**config.mk**
```make
export PLATFORM = sky130hd
export DESIGN_NAME = bandgap_ctrl
export DESIGN_NICKNAME = d
export VERILOG_FILES = /design/src/rtl/bandgap_ctrl.sv
export SDC_FILE = /design/constraint.sdc
export NUM_CORES = 1
export LEC_CHECK = 0
export CAP_MARGIN = 20
export CORE_AREA = 2 2 44 76
export CTS_BUF_LIST = sky130_fd_sc_hd__clkbuf_4 sky130_fd_sc_hd__clkbuf_8
export DETAILED_ROUTE_END_ITERATION = 6
export DIE_AREA = 0 0 46 78
export PLACE_DENSITY = 0.82
export SKIP_CTS_REPAIR_TIMING = 1
export SYNTH_ARGS = -nofsm -noshare
export SYNTH_HDL_FRONTEND = slang
export SYNTH_SLANG_ARGS = --single-unit
```
**constraint.sdc**
```tcl
create_clock -name clk_i -period 7.2 [get_ports clk_i]
set_clock_uncertainty 0.1 [all_clocks]
set_input_delay 0.72 -clock clk_i [delete_from_list [all_inputs] [get_ports clk_i]]
set_output_delay 0.72 -clock clk_i [all_outputs]
set_load 0.02 [all_outputs]
```
**src/rtl/bandgap_ctrl.sv**
```systemverilog
// Enable sequencer for the analog bandgap reference.
// It arbitrates demand, times settling and the minimum off-time, and grants consumers with a req/ack handshake.
module bandgap_ctrl #(
   parameter int SETTLE_CYCLES = 1000,
   parameter int HOLD_CYCLES   = 64,
   parameter int NREQ          = 4,
   parameter int CNT_W         = 16
) (
   input  logic            clk_i,
   input  logic            reset_i,
   input  logic            sw_en_i,
   input  logic [NREQ-1:0] req_i,
   output logic            bg_en_o,
   output logic            ready_o,
   output logic [NREQ-1:0] ack_o,
   output logic [1:0]      state_o,
   output logic [7:0]      en_count_o
);

   typedef enum logic [1:0] {
      S_OFF    = 2'd0,
      S_SETTLE = 2'd1,
      S_ON     = 2'd2,
      S_COOL   = 2'd3
   } state_t;

   localparam logic [CNT_W-1:0] SETTLE_LOAD = CNT_W'(SETTLE_CYCLES - 1);
   localparam logic [CNT_W-1:0] HOLD_LOAD   = CNT_W'(HOLD_CYCLES - 1);

   state_t            state_q, state_d;
   logic [CNT_W-1:0]  cnt_q, cnt_d;
   logic [7:0]        en_count_q, en_count_d;
   logic              bg_en_q, bg_en_d;
   logic              ready_q, ready_d;
   logic [NREQ-1:0]   ack_q, ack_d;
   logic              demand;

   assign demand = sw_en_i | (|req_i);

   always_ff @(posedge clk_i or posedge reset_i) begin
      if (reset_i) begin
         state_q    <= S_OFF;
         cnt_q      <= '0;
         en_count_q <= '0;
         bg_en_q    <= 1'b0;
         ready_q    <= 1'b0;
         ack_q      <= '0;
      end else begin
         state_q    <= state_d;
         cnt_q      <= cnt_d;
         en_count_q <= en_count_d;
         bg_en_q    <= bg_en_d;
         ready_q    <= ready_d;
         ack_q      <= ack_d;
      end
   end

   always_comb begin
      state_d    = state_q;
      cnt_d      = cnt_q;
      en_count_d = en_count_q;
      case (state_q)
         S_OFF: begin
            if (demand) begin
               state_d    = S_SETTLE;
               cnt_d      = SETTLE_LOAD;
               en_count_d = (en_count_q == 8'hFF) ? en_count_q : en_count_q + 8'd1;
            end
         end
         S_SETTLE: begin
            // Loss of demand wins over settle completion.
            if (!demand) begin
               state_d = S_COOL;
               cnt_d   = HOLD_LOAD;
            end else if (cnt_q == '0) begin
               state_d = S_ON;
            end else begin
               cnt_d = cnt_q - 1'b1;
            end
         end
         S_ON: begin
            if (!demand) begin
               state_d = S_COOL;
               cnt_d   = HOLD_LOAD;
            end
         end
         S_COOL: begin
            if (cnt_q == '0) begin
               state_d = S_OFF;
            end else begin
               cnt_d = cnt_q - 1'b1;
            end
         end
         default: state_d = S_OFF;
      endcase
   end

   // Outputs decode the next state so they move on the same edge as the transition.
   always_comb begin
      bg_en_d = (state_d == S_SETTLE) || (state_d == S_ON);
      ready_d = (state_d == S_ON);
      ack_d   = {NREQ{state_d == S_ON}} & req_i;
   end

   assign bg_en_o    = bg_en_q;
   assign ready_o    = ready_q;
   assign ack_o      = ack_q;
   assign state_o    = state_q;
   assign en_count_o = en_count_q;

endmodule

```
==> impl_results.html <==
<table>
<tr><th>Metric</th><th>Value</th></tr>
<tr><th colspan="2">Synthesis</th></tr>
<tr><td>FF+latch count, synth</td><td>32</td></tr>
<tr><td>Top post-synthesis cells by area</td><td>sky130_fd_sc_hd__dfrtp_1 (46%), sky130_fd_sc_hd__xnor2_1 (4.6%), sky130_fd_sc_hd__xor2_1 (4.1%)</td></tr>
<tr><td>Share of synthesized area occupied by flip-flops and latches</td><td>46.5%</td></tr>
<tr><td>Dominant register cell in the synthesized netlist</td><td>sky130_fd_sc_hd__dfrtp_1</td></tr>
<tr><td>Most used standard cells in the synthesized netlist</td><td>sky130_fd_sc_hd__dfrtp_1 (32), sky130_fd_sc_hd__a21oi_1 (10), sky130_fd_sc_hd__nor2_1 (10)</td></tr>
<tr><td>Number of synthesized flops with an enable pin</td><td>0</td></tr>
<tr><td>Post-synthesis cell type with the largest combined area</td><td>sky130_fd_sc_hd__dfrtp_1</td></tr>
<tr><td>Combined area of all synthesized cells</td><td>around 1700 um2</td></tr>
<tr><td>Number of nets in the synthesized netlist</td><td>182</td></tr>
<tr><td>Average footprint of a synthesized cell</td><td>10.0 um2</td></tr>
<tr><td>Number of warnings issued by yosys</td><td>0</td></tr>
<tr><td>Most frequently used cell type in the post-synthesis netlist</td><td>sky130_fd_sc_hd__dfrtp_1</td></tr>
<tr><td>Proportion of synthesized flip-flops having asynchronous set or reset</td><td>100%</td></tr>
<tr><td>Post-Syn Instances</td><td>about 170</td></tr>
<tr><td>Area share of the leading cell type in the synthesized netlist</td><td>46.5%</td></tr>
<tr><td>Number of distinct library cells after synthesis</td><td>47</td></tr>
<tr><th colspan="2">Floorplan</th></tr>
<tr><td>Num rows</td><td>26</td></tr>
<tr><td>Die width</td><td>between 40 and 50 um</td></tr>
<tr><td>Placeable Area</td><td>2930 um2</td></tr>
<tr><td>Die Height</td><td>78 um</td></tr>
<tr><td>Initial core utilization</td><td>58.8%</td></tr>
<tr><td>Number of I/O pins</td><td>23</td></tr>
<tr><td>Die Footprint</td><td>3590 um2</td></tr>
<tr><th colspan="2">Layout</th></tr>
<tr><td>Final antenna diode count</td><td>0</td></tr>
<tr><td>NumNets Final</td><td>203</td></tr>
<tr><td>Non-Filler Instances</td><td>roughly 220</td></tr>
<tr><td>Syn-to-layout area delta</td><td>19.2%</td></tr>
<tr><td>Number of filler instances in the final layout</td><td>228</td></tr>
<tr><td>Share of layout cells above drive strength 1</td><td>7.73%</td></tr>
<tr><th colspan="2">Clock tree</th></tr>
<tr><td>Number of buffers between clock root and the deepest sink</td><td>2</td></tr>
<tr><td>CTS sink cnt</td><td>32</td></tr>
<tr><td>TritonCTS clock tree</td><td>done</td></tr>
<tr><td>Worst skew pair latency</td><td>0.29 ns</td></tr>
<tr><td>Inserted Clock Buffers</td><td>5</td></tr>
<tr><td>Max H-tree Level</td><td>2</td></tr>
<tr><td>Clock slew at reported path FFs</td><td>0.07 ns</td></tr>
<tr><td>Clock root cell</td><td>sky130_fd_sc_hd__clkbuf_8</td></tr>
<tr><th colspan="2">Setup path</th></tr>
<tr><td>Crit Reg-Reg Endpoint</td><td>ack_o[1]$_DFF_PP0_</td></tr>
<tr><td>Startpoint class of the critical path</td><td>input port</td></tr>
<tr><td>Critical Setup Path Class</td><td>input port to register</td></tr>
<tr><td>Depth of the worst register-to-register path</td><td>9</td></tr>
<tr><td>Setup slack on the worst flop-to-flop path</td><td>4.21 ns</td></tr>
<tr><td>Data arrival time of the critical path</td><td>approximately 3.4 ns</td></tr>
<tr><td>Beginning of the worst register-to-register path</td><td>cnt_q[0]$_DFFE_PP0P_</td></tr>
<tr><td>CP Data Required Time</td><td>approximately 7.3 ns</td></tr>
<tr><td>Setup crit end kind</td><td>register</td></tr>
<tr><td>Max Fanout on Critical Path</td><td>11</td></tr>
<tr><th colspan="2">Drt</th></tr>
<tr><td>Total wire length</td><td>between 3000 and 4000 um</td></tr>
<tr><td>First-pass iteration count of the detailed router</td><td>4</td></tr>
<tr><td>Via total after detailed routing</td><td>between 1000 and 1500</td></tr>
<tr><td>Routed wirelength normalized by instance count</td><td>17.3 um</td></tr>
<tr><td>Number of vias per cell</td><td>6.43</td></tr>
<tr><td>Remaining DRCs</td><td>0</td></tr>
<tr><td>Number of nets still failing antenna checks after routing</td><td>0</td></tr>
<tr><td>Starting DRT DRC Count</td><td>34</td></tr>
<tr><th colspan="2">STA</th></tr>
<tr><td>Worst slew pin tran</td><td>0.845 ns</td></tr>
<tr><td>Final min period</td><td>3.34 ns</td></tr>
<tr><td>Final setup violation count</td><td>0</td></tr>
<tr><td>Headroom to the max-slew limit</td><td>between 40% and 50%</td></tr>
<tr><td>Post-route worst hold slack</td><td>about 0.40 ns</td></tr>
<tr><td>Setup repair after global routing missed its margin</td><td>no</td></tr>
<tr><td>Count of final max-slew check failures</td><td>0</td></tr>
<tr><td>Fmax</td><td>0.300 GHz</td></tr>
<tr><td>Final setup TNS</td><td>0 ns</td></tr>
<tr><td>Hold Violations, Final</td><td>0</td></tr>
<tr><td>Final period utilization</td><td>46.3%</td></tr>
<tr><th colspan="2">Job</th></tr>
<tr><td>Number of max-cap violations</td><td>0</td></tr>
<tr><th colspan="2">Placed design</th></tr>
<tr><td>DP Wirelength</td><td>2770 um</td></tr>
<tr><td>Count of placed standard cells including taps</td><td>214</td></tr>
<tr><td>Routability cong.</td><td>0.851</td></tr>
<tr><td>Number of port buffers</td><td>22</td></tr>
<tr><th colspan="2">Global routing</th></tr>
<tr><td>Global Route Usage Sum</td><td>23.8%</td></tr>
<tr><td>First-pass GRT wire length</td><td>6290 um</td></tr>
<tr><td>Largest net degree at the start of global routing</td><td>33</td></tr>
<tr><td>Number of antenna violations at the first check in global routing</td><td>0</td></tr>
<tr><td>Total congestion overflow after global routing</td><td>0</td></tr>
<tr><td>Via count of the first global-routing pass</td><td>between 1000 and 1500</td></tr>
<tr><th colspan="2">Hold path</th></tr>
<tr><td>Terminating pin of the worst hold path</td><td>en_count_o[7]$_DFFE_PP0P_</td></tr>
<tr><td>Hold depth</td><td>1</td></tr>
<tr><td>Classification of the worst-slack hold path</td><td>register to register</td></tr>
<tr><td>Hold Crit Start</td><td>en_count_o[7]$_DFFE_PP0P_</td></tr>
<tr><th colspan="2">Pwr</th></tr>
<tr><td>PD cells</td><td>373 nW/um2</td></tr>
<tr><td>Peak ir drop on the vdd network</td><td>between 0.0002 and 0.0003 V</td></tr>
<tr><td>Leakage power figure</td><td>0.869 nW</td></tr>
<tr><th colspan="2">Outcome</th></tr>
<tr><td>Status</td><td>finished clean</td></tr>
</table>
==> metrics by stage <==
step                setup WS, ns  total power, mW  cell area, um2  utilization [%]
floorplan                   4.54            0.505            1720                -
global placement            3.71            0.577            1940             66.3
detailed placement          3.53            0.594            1940             66.3
CTS                         3.83            0.768            2050             70.1
global route                3.52            0.812            2050             70.1
finish                      3.86            0.766            2050             70.1
==> worst max-delay path by stage <==
| stage | start | endpoint | slack (ns) | cells after the start |
|---|---|---|---|---|
| finish | req_i[0] | ack_o[1]$_DFF_PP0_ | 3.86 | 8 |
| CTS | req_i[0] | ack_o[1]$_DFF_PP0_ | 3.83 | 8 |
| floorplan | cnt_q[0]$_DFFE_PP0P_ | ack_o[0]$_DFF_PP0_ | 4.54 | 10 |
| global placement | req_i[0] | ack_o[0]$_DFF_PP0_ | 3.71 | 8 |
| global route | req_i[0] | ack_o[1]$_DFF_PP0_ | 3.52 | 8 |
| detailed placement | req_i[0] | ack_o[1]$_DFF_PP0_ | 3.53 | 8 |
==> layer usage <==
| metal | routed length (um) | track usage, % | share of wire (%) | vias up |
|---|---|---|---|---|
| met2 | 2160 | 41.4 | 56 | 38 |
| met3 | 148 | 4.88 | 3.9 | 11 |
| met1 | 1430 | 25.5 | 37 | 707 |
| met5 | 0 | 0 | 0 | - |
| li1 | - | - | - | 671 |
| met4 | 103 | 11.7 | 2.7 | 0 |
==> registers in the layout (all words and copies together) (netlist names) <==
| name | flops |
|---|---|
| cnt_q | 16 |
| en_count_o | 8 |
| ack_o | 4 |
| state_o | 2 |
| bg_en_o | 1 |
| ready_o | 1 |
==> final cells by class <==
class                   count  area [um2]  share of cell area, %
multi-input cells         124         852                   41.5
flip-flops and latches     32         801                   39.0
repair buffers             23         228                   11.1
clock buffers               5        68.8                   3.35
clock inverters             3        42.5                   2.07
well taps                  28        35.0                   1.71
inverters                   7        26.3                   1.28
==> report_power, final <==
group          internal, mW  total, mW  switching, mW
registers             0.237      0.327         0.0904
clock network         0.102      0.171         0.0687
logic                 0.133      0.268          0.135
==> cells in the final DEF, fill, tap and decap left out, types with 2 or more instances in the layout <==
master	count
sky130_fd_sc_hd__nand3_1	2
sky130_fd_sc_hd__a21oi_1	10
sky130_fd_sc_hd__o22ai_1	2
sky130_fd_sc_hd__a221oi_1	4
sky130_fd_sc_hd__nand4_1	3
sky130_fd_sc_hd__ha_1	3
sky130_fd_sc_hd__inv_1	7
sky130_fd_sc_hd__clkdlybuf4s50_1	22
sky130_fd_sc_hd__nor2_1	10
sky130_fd_sc_hd__nor3_1	6
sky130_fd_sc_hd__or3_1	2
sky130_fd_sc_hd__mux2i_1	2
sky130_fd_sc_hd__nor4_1	6
sky130_fd_sc_hd__o21ai_0	5
sky130_fd_sc_hd__and2_1	4
sky130_fd_sc_hd__nand2b_1	8
sky130_fd_sc_hd__and3_1	3
sky130_fd_sc_hd__xor2_1	8
sky130_fd_sc_hd__and4_1	2
sky130_fd_sc_hd__o211ai_1	3
sky130_fd_sc_hd__clkbuf_8	5
sky130_fd_sc_hd__xnor2_1	9
sky130_fd_sc_hd__nand2_1	6
sky130_fd_sc_hd__or4_1	5
sky130_fd_sc_hd__dfrtp_1	32
==> logic make-up (layout without fill, tap and decap cells) <==
kind of cell / Yosys count / after routing / share of synthesized area [%]
AOI/OAI and AO/OA: 34 / 34 / 13.9
xor gates and xnor gates: 17 / 17 / 8.64
adders and majority gates: 3 / 3 / 2.18
buffers and inverters: 16 / 38 / 4.07
DFF: 32 / 32 / 46.5
muxes: 3 / 3 / 1.82
and+or+nand+nor: 67 / 67 / 23.0
==> worst max-delay path, cell delays in order <==
cell and delay [ns]:
sky130_fd_sc_hd__clkdlybuf4s50_1 0.43, sky130_fd_sc_hd__nor3_1 0.45, sky130_fd_sc_hd__nand2_1 0.34, sky130_fd_sc_hd__xnor2_1 0.22, sky130_fd_sc_hd__o22ai_1 0.69, sky130_fd_sc_hd__nor2b_1 0.12
sky130_fd_sc_hd__ha_1 0.28, sky130_fd_sc_hd__and2_1 0.18
Note: power is estimated with default switching activity, not from simulation.
